`config.mk`:
```
export PLATFORM = sky130hd
export DESIGN_NAME = pe_addc
export DESIGN_NICKNAME = d
export VERILOG_FILES = /design/src/rtl/pe_addc.sv
export SDC_FILE = /design/constraint.sdc
export NUM_CORES = 2
export LEC_CHECK = 0
export ABC_AREA = 1
export BUFFER_PORTS_ARGS = -buffer_cell sky130_fd_sc_hd__buf_2
export CAP_MARGIN = 15
export CORE_MARGIN = 2
export CORE_UTILIZATION = 47
export CTS_BUF_LIST = sky130_fd_sc_hd__clkbuf_8
export DETAILED_ROUTE_END_ITERATION = 8
export PLACE_DENSITY = 0.65
export SLEW_MARGIN = 20
export SYNTH_ARGS = -nofsm -noshare
export SYNTH_HDL_FRONTEND = slang
export SYNTH_SLANG_ARGS = --single-unit
```
`constraint.sdc`:
```
create_clock -name CLK -period 7.7 [get_ports CLK]
set_clock_uncertainty 0.15 [all_clocks]
set_input_delay 0.77 -clock CLK [delete_from_list [all_inputs] [get_ports CLK]]
set_output_delay 0.77 -clock CLK [all_outputs]
set_load 0.005 [all_outputs]
```
`src/rtl/pe_addc.sv`:
```
// pe_addc: NCH independent lanes computing Q = D + ADDEND (wrap or saturate),
// each with a two-register elastic stage and frame-start generation.
module pe_addc #(
    parameter int unsigned NCH = 4,
    parameter int unsigned W   = 64,
    parameter int unsigned LW  = 16
) (
    input  logic             CLK,
    input  logic             RST,
    input  logic [NCH*W-1:0] D,
    input  logic [NCH-1:0]   D_VALID,
    output logic [NCH-1:0]   D_BP,
    input  logic [W-1:0]     ADDEND,
    input  logic             SAT,
    input  logic [LW-1:0]    FRAME_LEN,
    output logic [NCH*W-1:0] Q,
    output logic [NCH-1:0]   Q_VALID,
    input  logic [NCH-1:0]   Q_BP,
    output logic [NCH-1:0]   Q_SOF
);

    for (genvar i = 0; i < NCH; i++) begin : g_lane
        logic [W-1:0]  or_d, or_d_nx;
        logic          or_v, or_v_nx;
        logic          or_sof, or_sof_nx;
        logic [W-1:0]  sr_d, sr_d_nx;
        logic          sr_v, sr_v_nx;
        logic [LW-1:0] cnt, cnt_nx;
        logic [LW-1:0] len, len_nx;
        logic [W:0]    sum_c;
        logic [W-1:0]  res_c;
        logic [W-1:0]  load_d;
        logic          load;
        logic          in_xfer;
        logic          out_xfer;

        // Next-state: arithmetic, OR/SR steering and frame counting.
        always_comb begin
            sum_c     = {1'b0, D[i*W +: W]} + {1'b0, ADDEND};
            res_c     = (SAT && sum_c[W]) ? {W{1'b1}} : sum_c[W-1:0];
            in_xfer   = D_VALID[i] && !sr_v;
            out_xfer  = or_v && !Q_BP[i];
            or_d_nx   = or_d;
            or_v_nx   = or_v;
            or_sof_nx = or_sof;
            sr_d_nx   = sr_d;
            sr_v_nx   = sr_v;
            cnt_nx    = cnt;
            len_nx    = len;
            load      = 1'b0;
            load_d    = res_c;

            // Counter indexes the word currently in OR; len is fixed per frame.
            if (out_xfer && (len != '0)) begin
                cnt_nx = (cnt == len - LW'(1)) ? '0 : cnt + LW'(1);
            end

            if (!or_v || out_xfer) begin
                if (sr_v) begin
                    load    = 1'b1;
                    load_d  = sr_d;
                    sr_v_nx = 1'b0;
                end else if (in_xfer) begin
                    load = 1'b1;
                end
                or_v_nx   = load;
                or_sof_nx = 1'b0;
            end else if (in_xfer) begin
                sr_v_nx = 1'b1;
                sr_d_nx = res_c;
            end

            // A word entering OR at count 0 opens a frame and latches its length.
            if (load) begin
                or_d_nx = load_d;
                if (cnt_nx == '0) begin
                    len_nx    = FRAME_LEN;
                    or_sof_nx = (FRAME_LEN != '0);
                end
            end
        end

        always_ff @(posedge CLK) begin
            if (RST) begin
                or_d   <= '0;
                or_v   <= 1'b0;
                or_sof <= 1'b0;
                sr_d   <= '0;
                sr_v   <= 1'b0;
                cnt    <= '0;
                len    <= '0;
            end else begin
                or_d   <= or_d_nx;
                or_v   <= or_v_nx;
                or_sof <= or_sof_nx;
                sr_d   <= sr_d_nx;
                sr_v   <= sr_v_nx;
                cnt    <= cnt_nx;
                len    <= len_nx;
            end
        end

        // Backpressure is exactly skid-register occupancy.
        assign D_BP[i]       = sr_v;
        assign Q[i*W +: W]   = or_d;
        assign Q_VALID[i]    = or_v;
        assign Q_SOF[i]      = or_sof;
    end

endmodule

```
* Word level (Yosys, flattened, before mapping)
Cells that the tools add are included.
** Word-level totals
- Register bits :: 652
** Cells by class
- Add/subtract/negate cells :: 12
- Eq/ne operators :: 4
- Multiplexer cells :: 44
- Bitwise logic cells :: 4
- Reduce and logical (&&, ||, !) cells :: 53
** Operators with widths (count)
- 64-bit 2-to-1 mux :: 12
- 64-bit by 64-bit adder with 65-bit output :: 4
- 16-bit 2-to-1 mux :: 8
- 16-bit nonzero test :: 5
- 16-bit by 1-bit adder with 16-bit output (second input constant) :: 4
- 16-bit == test :: 4
- 16-bit zero test :: 4
- 16-bit by 1-bit subtractor with 16-bit output (second input constant) :: 4
- 1-bit 2-to-1 mux :: 24
- 1-bit logical AND :: 16
- 2-bit AND reduction :: 8
- 1-bit zero test :: 12
- 2-bit OR reduction :: 4
- 1-bit logical OR :: 4
- 1-bit inverter :: 4

* Longest topological paths before layout
- Depth after elaboration :: 7
- Mapped depth :: 23

* Worst setup path before layout
OpenSTA, ideal clock, no wires.
- Path type :: input-to-reg
- Start point :: in D[0]
- End point :: reg g_lane[0].or_d[18]
- Setup time :: 132 ps
- Arrival :: 3071 ps
- Slack :: 4347 ps
- Stages :: 20
- Buffers on the path :: 2
- Path through :: ha_1 fa_1 nand2_1 inv_1 nand2_1 nand2_1 nand2_1 nand2_1 nand2_1 nand2_1 nand3_1 nand3_1 nand3_1 nand2_1 nand2_1 buf_2 buf_1 nand2_1 o21ai_0 a21oi_1
** Between the ends
- Longest elaborated chain between the ends :: 5
** RTL lines
- start, declared :: RTL line 10 : input logic [NCH*W-1:0] D,
- 64-bit by 64-bit adder with 65-bit output (*) :: RTL line 39 : sum_c = {1'b0, D[i*W +: W]} + {1'b0, ADDEND};
- 1-bit logical AND :: RTL line 40 : res_c = (SAT && sum_c[W]) ? {W{1'b1}} : sum_c[W-1:0];
- 64-bit 2-to-1 mux (*) :: RTL line 40
- 64-bit 2-to-1 mux :: RTL line 59 : if (sr_v) begin
- 64-bit 2-to-1 mux (*) :: RTL line 58 : if (!or_v || out_xfer) begin
- end signal, assigned :: RTL line 93 : or_d <= or_d_nx;
- end, declared :: RTL line 23 : logic [W-1:0] or_d, or_d_nx;
Every way passes the cells marked *; elsewhere a longest branch is shown, timed or not.
A chain may end at the register's enable or synchronous reset.

* Worst setup path in the final report
- Start point :: reg g_lane[0].sr_v
- End point :: reg g_lane[0].sr_d[53]
** Between the ends
- Longest elaborated chain between the ends :: 3
** RTL lines
- start, declared :: RTL line 27 : logic sr_v, sr_v_nx;
- start signal, assigned :: RTL line 97 : sr_v <= sr_v_nx;
- 1-bit zero test :: RTL line 41 : in_xfer = D_VALID[i] && !sr_v;
- 1-bit logical AND :: RTL line 41
- 2-bit AND reduction (no source line)
- end signal, assigned :: RTL line 96 : sr_d <= sr_d_nx;
- end, declared :: RTL line 26 : logic [W-1:0] sr_d, sr_d_nx;
Every way passes these cells.

==> results_dict.tcl <==
set metrics [dict create \
    cts_buffers 114 \
    die-area_mm2 0.109 \
    drtPass1Iterations 9 \
    cts.sink_count 652 \
    synthAdderAreaFrac 0.0676 \
    final_nets 9339 \
    finalCriticalPeriod_ns 4.63 \
    critical_path_class "reg -> reg" \
    cts_root_buffer "clkbuf_8" \
    drv_slew 0 \
    synth_top_family_by_area "simple AND/OR/NAND/NOR gates" \
    synth_edf_count 0 \
    cts_tree "built" \
    grtUsageTotal 0.383 \
    synth_area_mm2 0.0501 \
    fin_crit_sh 0.601 \
    start_util 0.475 \
    num_rows 119 \
    crit_chain "buf_4 > clkinv_1 > nand3_2 > buf_4 > clkinv_1 > o21ai_0 > nor2_1" \
    fin_tns_setup_ns 0 \
    synth_area_per_cell_um2 6.06 \
    ctsResizeCount 0 \
    drcViolationCount 0 \
    h-tree-depth 3 \
    dp_hpwl_mm 174 \
    slew_headroom 0.254 \
    ys_warn_count 0 \
    p_leak_nw 27.9 \
    worst_setup_path_start_kind "flop" \
    ant_nets 0 \
    cts_buffer_depth 3 \
    holdWs_ns 0.0969 \
    area_growth_pct 13.0 \
    final_area_mm2 0.0566 \
    drt-initial-drc-count 5708 \
    synthArstFlopShare 0 \
    synthCells 8264 \
    gp_congestion 1.05 \
    synth_compound_area_frac 0.211 \
    grt_pass1_wl_mm 316 \
    num_io_pins 615 \
    vias 57300 \
    port_buffers 614 \
    synth_xor_area_frac 0.0450 \
    crit_slowest_cell "clkinv_1" \
    ir_drop_v 0.000186 \
    grt_max_degree 217 \
    path_clk_slew_ns 0.06 \
    vias_per_cell 5.59 \
    cp.arrival_ns 5.17 \
    fmax_mhz 216 \
    status "complete, no violations" \
    clock_latency_ns 0.82 \
    hold_path.class "in -> reg" \
    synth_flop_cell "dfxtp_1" \
    crit_buf_inv 4 \
    report.final.setup_viol 0 \
    min_from "Q_BP[0]" \
    cp_max_fo 92 \
    coreArea_mm2 0.105 \
    drive_above_1_share 0.105 \
    die_w_um 330 \
    rsz0062_at_grt "false" \
    worstMarginPinSlew_ns 1.11 \
    maxCapViolations 0 \
    startpoint "g_lane[0].sr_v" \
    ys_ff_latch 652 \
    synth_simple_gate_area_frac 0.297 \
    hold_viol 0 \
    antenna_found_initial 43 \
    die_y_um 330 \
    synth-seq-area-share 0.261 \
    drt_wl_total_mm 218 \
    synth.area.mux_share 0 \
    r2r-start "g_lane[0].sr_v" \
    first_global_vias 52200 \
    holdBufCountCts 0 \
    grt-ovfl-total 0 \
    syn_nets 8879 \
    slowest_delay_ns 1.09 \
    post-cts-setup-buffers 0 \
    critPathTopFamily "buffers and inverters" \
    critPathRequiredTime_ns 8.25 \
    p_per_area_mw_per_mm2 196 \
    cp-end-kind "flop" \
    dpl_cell_area_mm2 0.0539 \
    wl_per_cell_um 21.3 \
    synth_cell_types 55 \
]
## Yosys cell counts, types with 3 or more instances
master / number / area [um2]
nand2_1: 1712 / 6430
inv_1: 1237 / 4640
nor2_1: 1097 / 4120
a21oi_1: 986 / 4930
o21ai_0: 674 / 3370
dfxtp_1: 652 / 13100
nand3_1: 432 / 2160
ha_1: 264 / 3300
clkbuf_1: 249 / 935
xnor2_1: 136 / 1190
nand4_1: 129 / 807
xor2_1: 116 / 1020
nor3_1: 83 / 415
o211ai_1: 79 / 593
a31oi_1: 40 / 250
a41oi_1: 38 / 333
o21bai_1: 38 / 285
nor2_2: 30 / 188
o21a_1: 25 / 188
nand3b_1: 24 / 180
a21o_1: 23 / 173
a21boi_0: 15 / 113
buf_1: 15 / 56.3
buf_4: 15 / 113
nor4_1: 14 / 87.6
inv_2: 13 / 48.8
o2111ai_1: 12 / 105
o21ai_1: 12 / 60.1
nand2_2: 11 / 68.8
and3_1: 10 / 62.6
buf_2: 8 / 40.0
buf_6: 8 / 90.1
clkinv_1: 8 / 30.0
nor2_4: 8 / 90.1
nand3_2: 6 / 60.1
or2_2: 6 / 37.5
a31o_2: 4 / 35.0
fa_1: 4 / 80.1
o31ai_1: 4 / 30.0
a211oi_1: 3 / 22.5
and2_1: 3 / 18.8
## layout make-up
| cell class | count | area (um2) |
|---|---|---|
| sequential | 652 | 13100 |
| fill | 11100 | 48800 |
| antenna | 31 | 77.6 |
| timing repair buffer | 640 | 3290 |
| inverter | 1258 | 4730 |
| tap | 1391 | 1740 |
| clock buffer | 155 | 2130 |
| clock inverter | 53 | 462 |
| multi-input combinational | 6058 | 31100 |
## routing by layer
layer	vias to the layer above	global-route usage	routed length [um]
met4	24	0.224	13800
met2	2484	0.566	91100
met5	-	0	145
li1	27900	-	-
met3	501	0.0949	21500
met1	26400	0.504	91800
## cells in the final DEF, fill, tap and decap left out, drive strengths merged, types with 79 or more instances in the layout
cell type	synthesis	layout
buf	46	640
nand3	440	440
nand4	131	131
ha	264	264
nand2	1725	1725
o211ai	79	79
clkbuf	250	155
nor2	1136	1136
a21oi	986	986
o21ai	689	689
xnor2	136	136
dfxtp	652	652
inv	1250	1283
nor3	85	85
xor2	116	116
## flip-flops by register name (all words and copies together) (netlist names)
name           flops
g_lane.cnt        64
g_lane.len        64
g_lane.or_d      256
g_lane.sr_d      256
g_lane.sr_v        4
g_lane.or_v        4
g_lane.or_sof      4
## tightest hold or removal path: stages
cell and delay [ns]:
buf_2 0.11, nand2_1 0.09, nor3_1 0.05
## stage by stage
stage / power (W) / utilization / std cells / worst slack (ns)
after floorplan: 0.00612 / - / 8264 / 4.35
after global placement: 0.00740 / 0.511 / 9999 / 3.01
after detailed placement: 0.00742 / 0.511 / 9999 / 2.83
after CTS: 0.0110 / 0.536 / 10200 / 3.14
after global routing: 0.0116 / 0.536 / 10200 / 2.56
final: 0.0111 / 0.537 / 10200 / 3.07
## power by group
part	switching (W)	total [W]	leakage (nW)	internal, W
registers	0.000188	0.00382	5.34	0.00363
clock network	0.00157	0.00360	1.45	0.00203
logic	0.00250	0.00365	21.1	0.00116
total	0.00425	0.0111	27.9	0.00682
## cells by family after synthesis
group | Yosys count
DFF | 652
buffers and inverters | 1554
xor gates and xnor gates | 254
AOI/OAI and AO/OA | 1959
adders and majority gates | 268
and+or+nand+nor | 3577
## worst paths after layout
check	to	slack [ns]	cells after the start
max	g_lane[0].sr_d[53]	3.07	7
min	g_lane[0].sr_v	0.1	3
max reg2reg	g_lane[0].sr_d[53]	3.07	7
min reg2reg	g_lane[0].or_d[63]	0.31	2
Note: power is estimated with default switching activity, not from simulation.
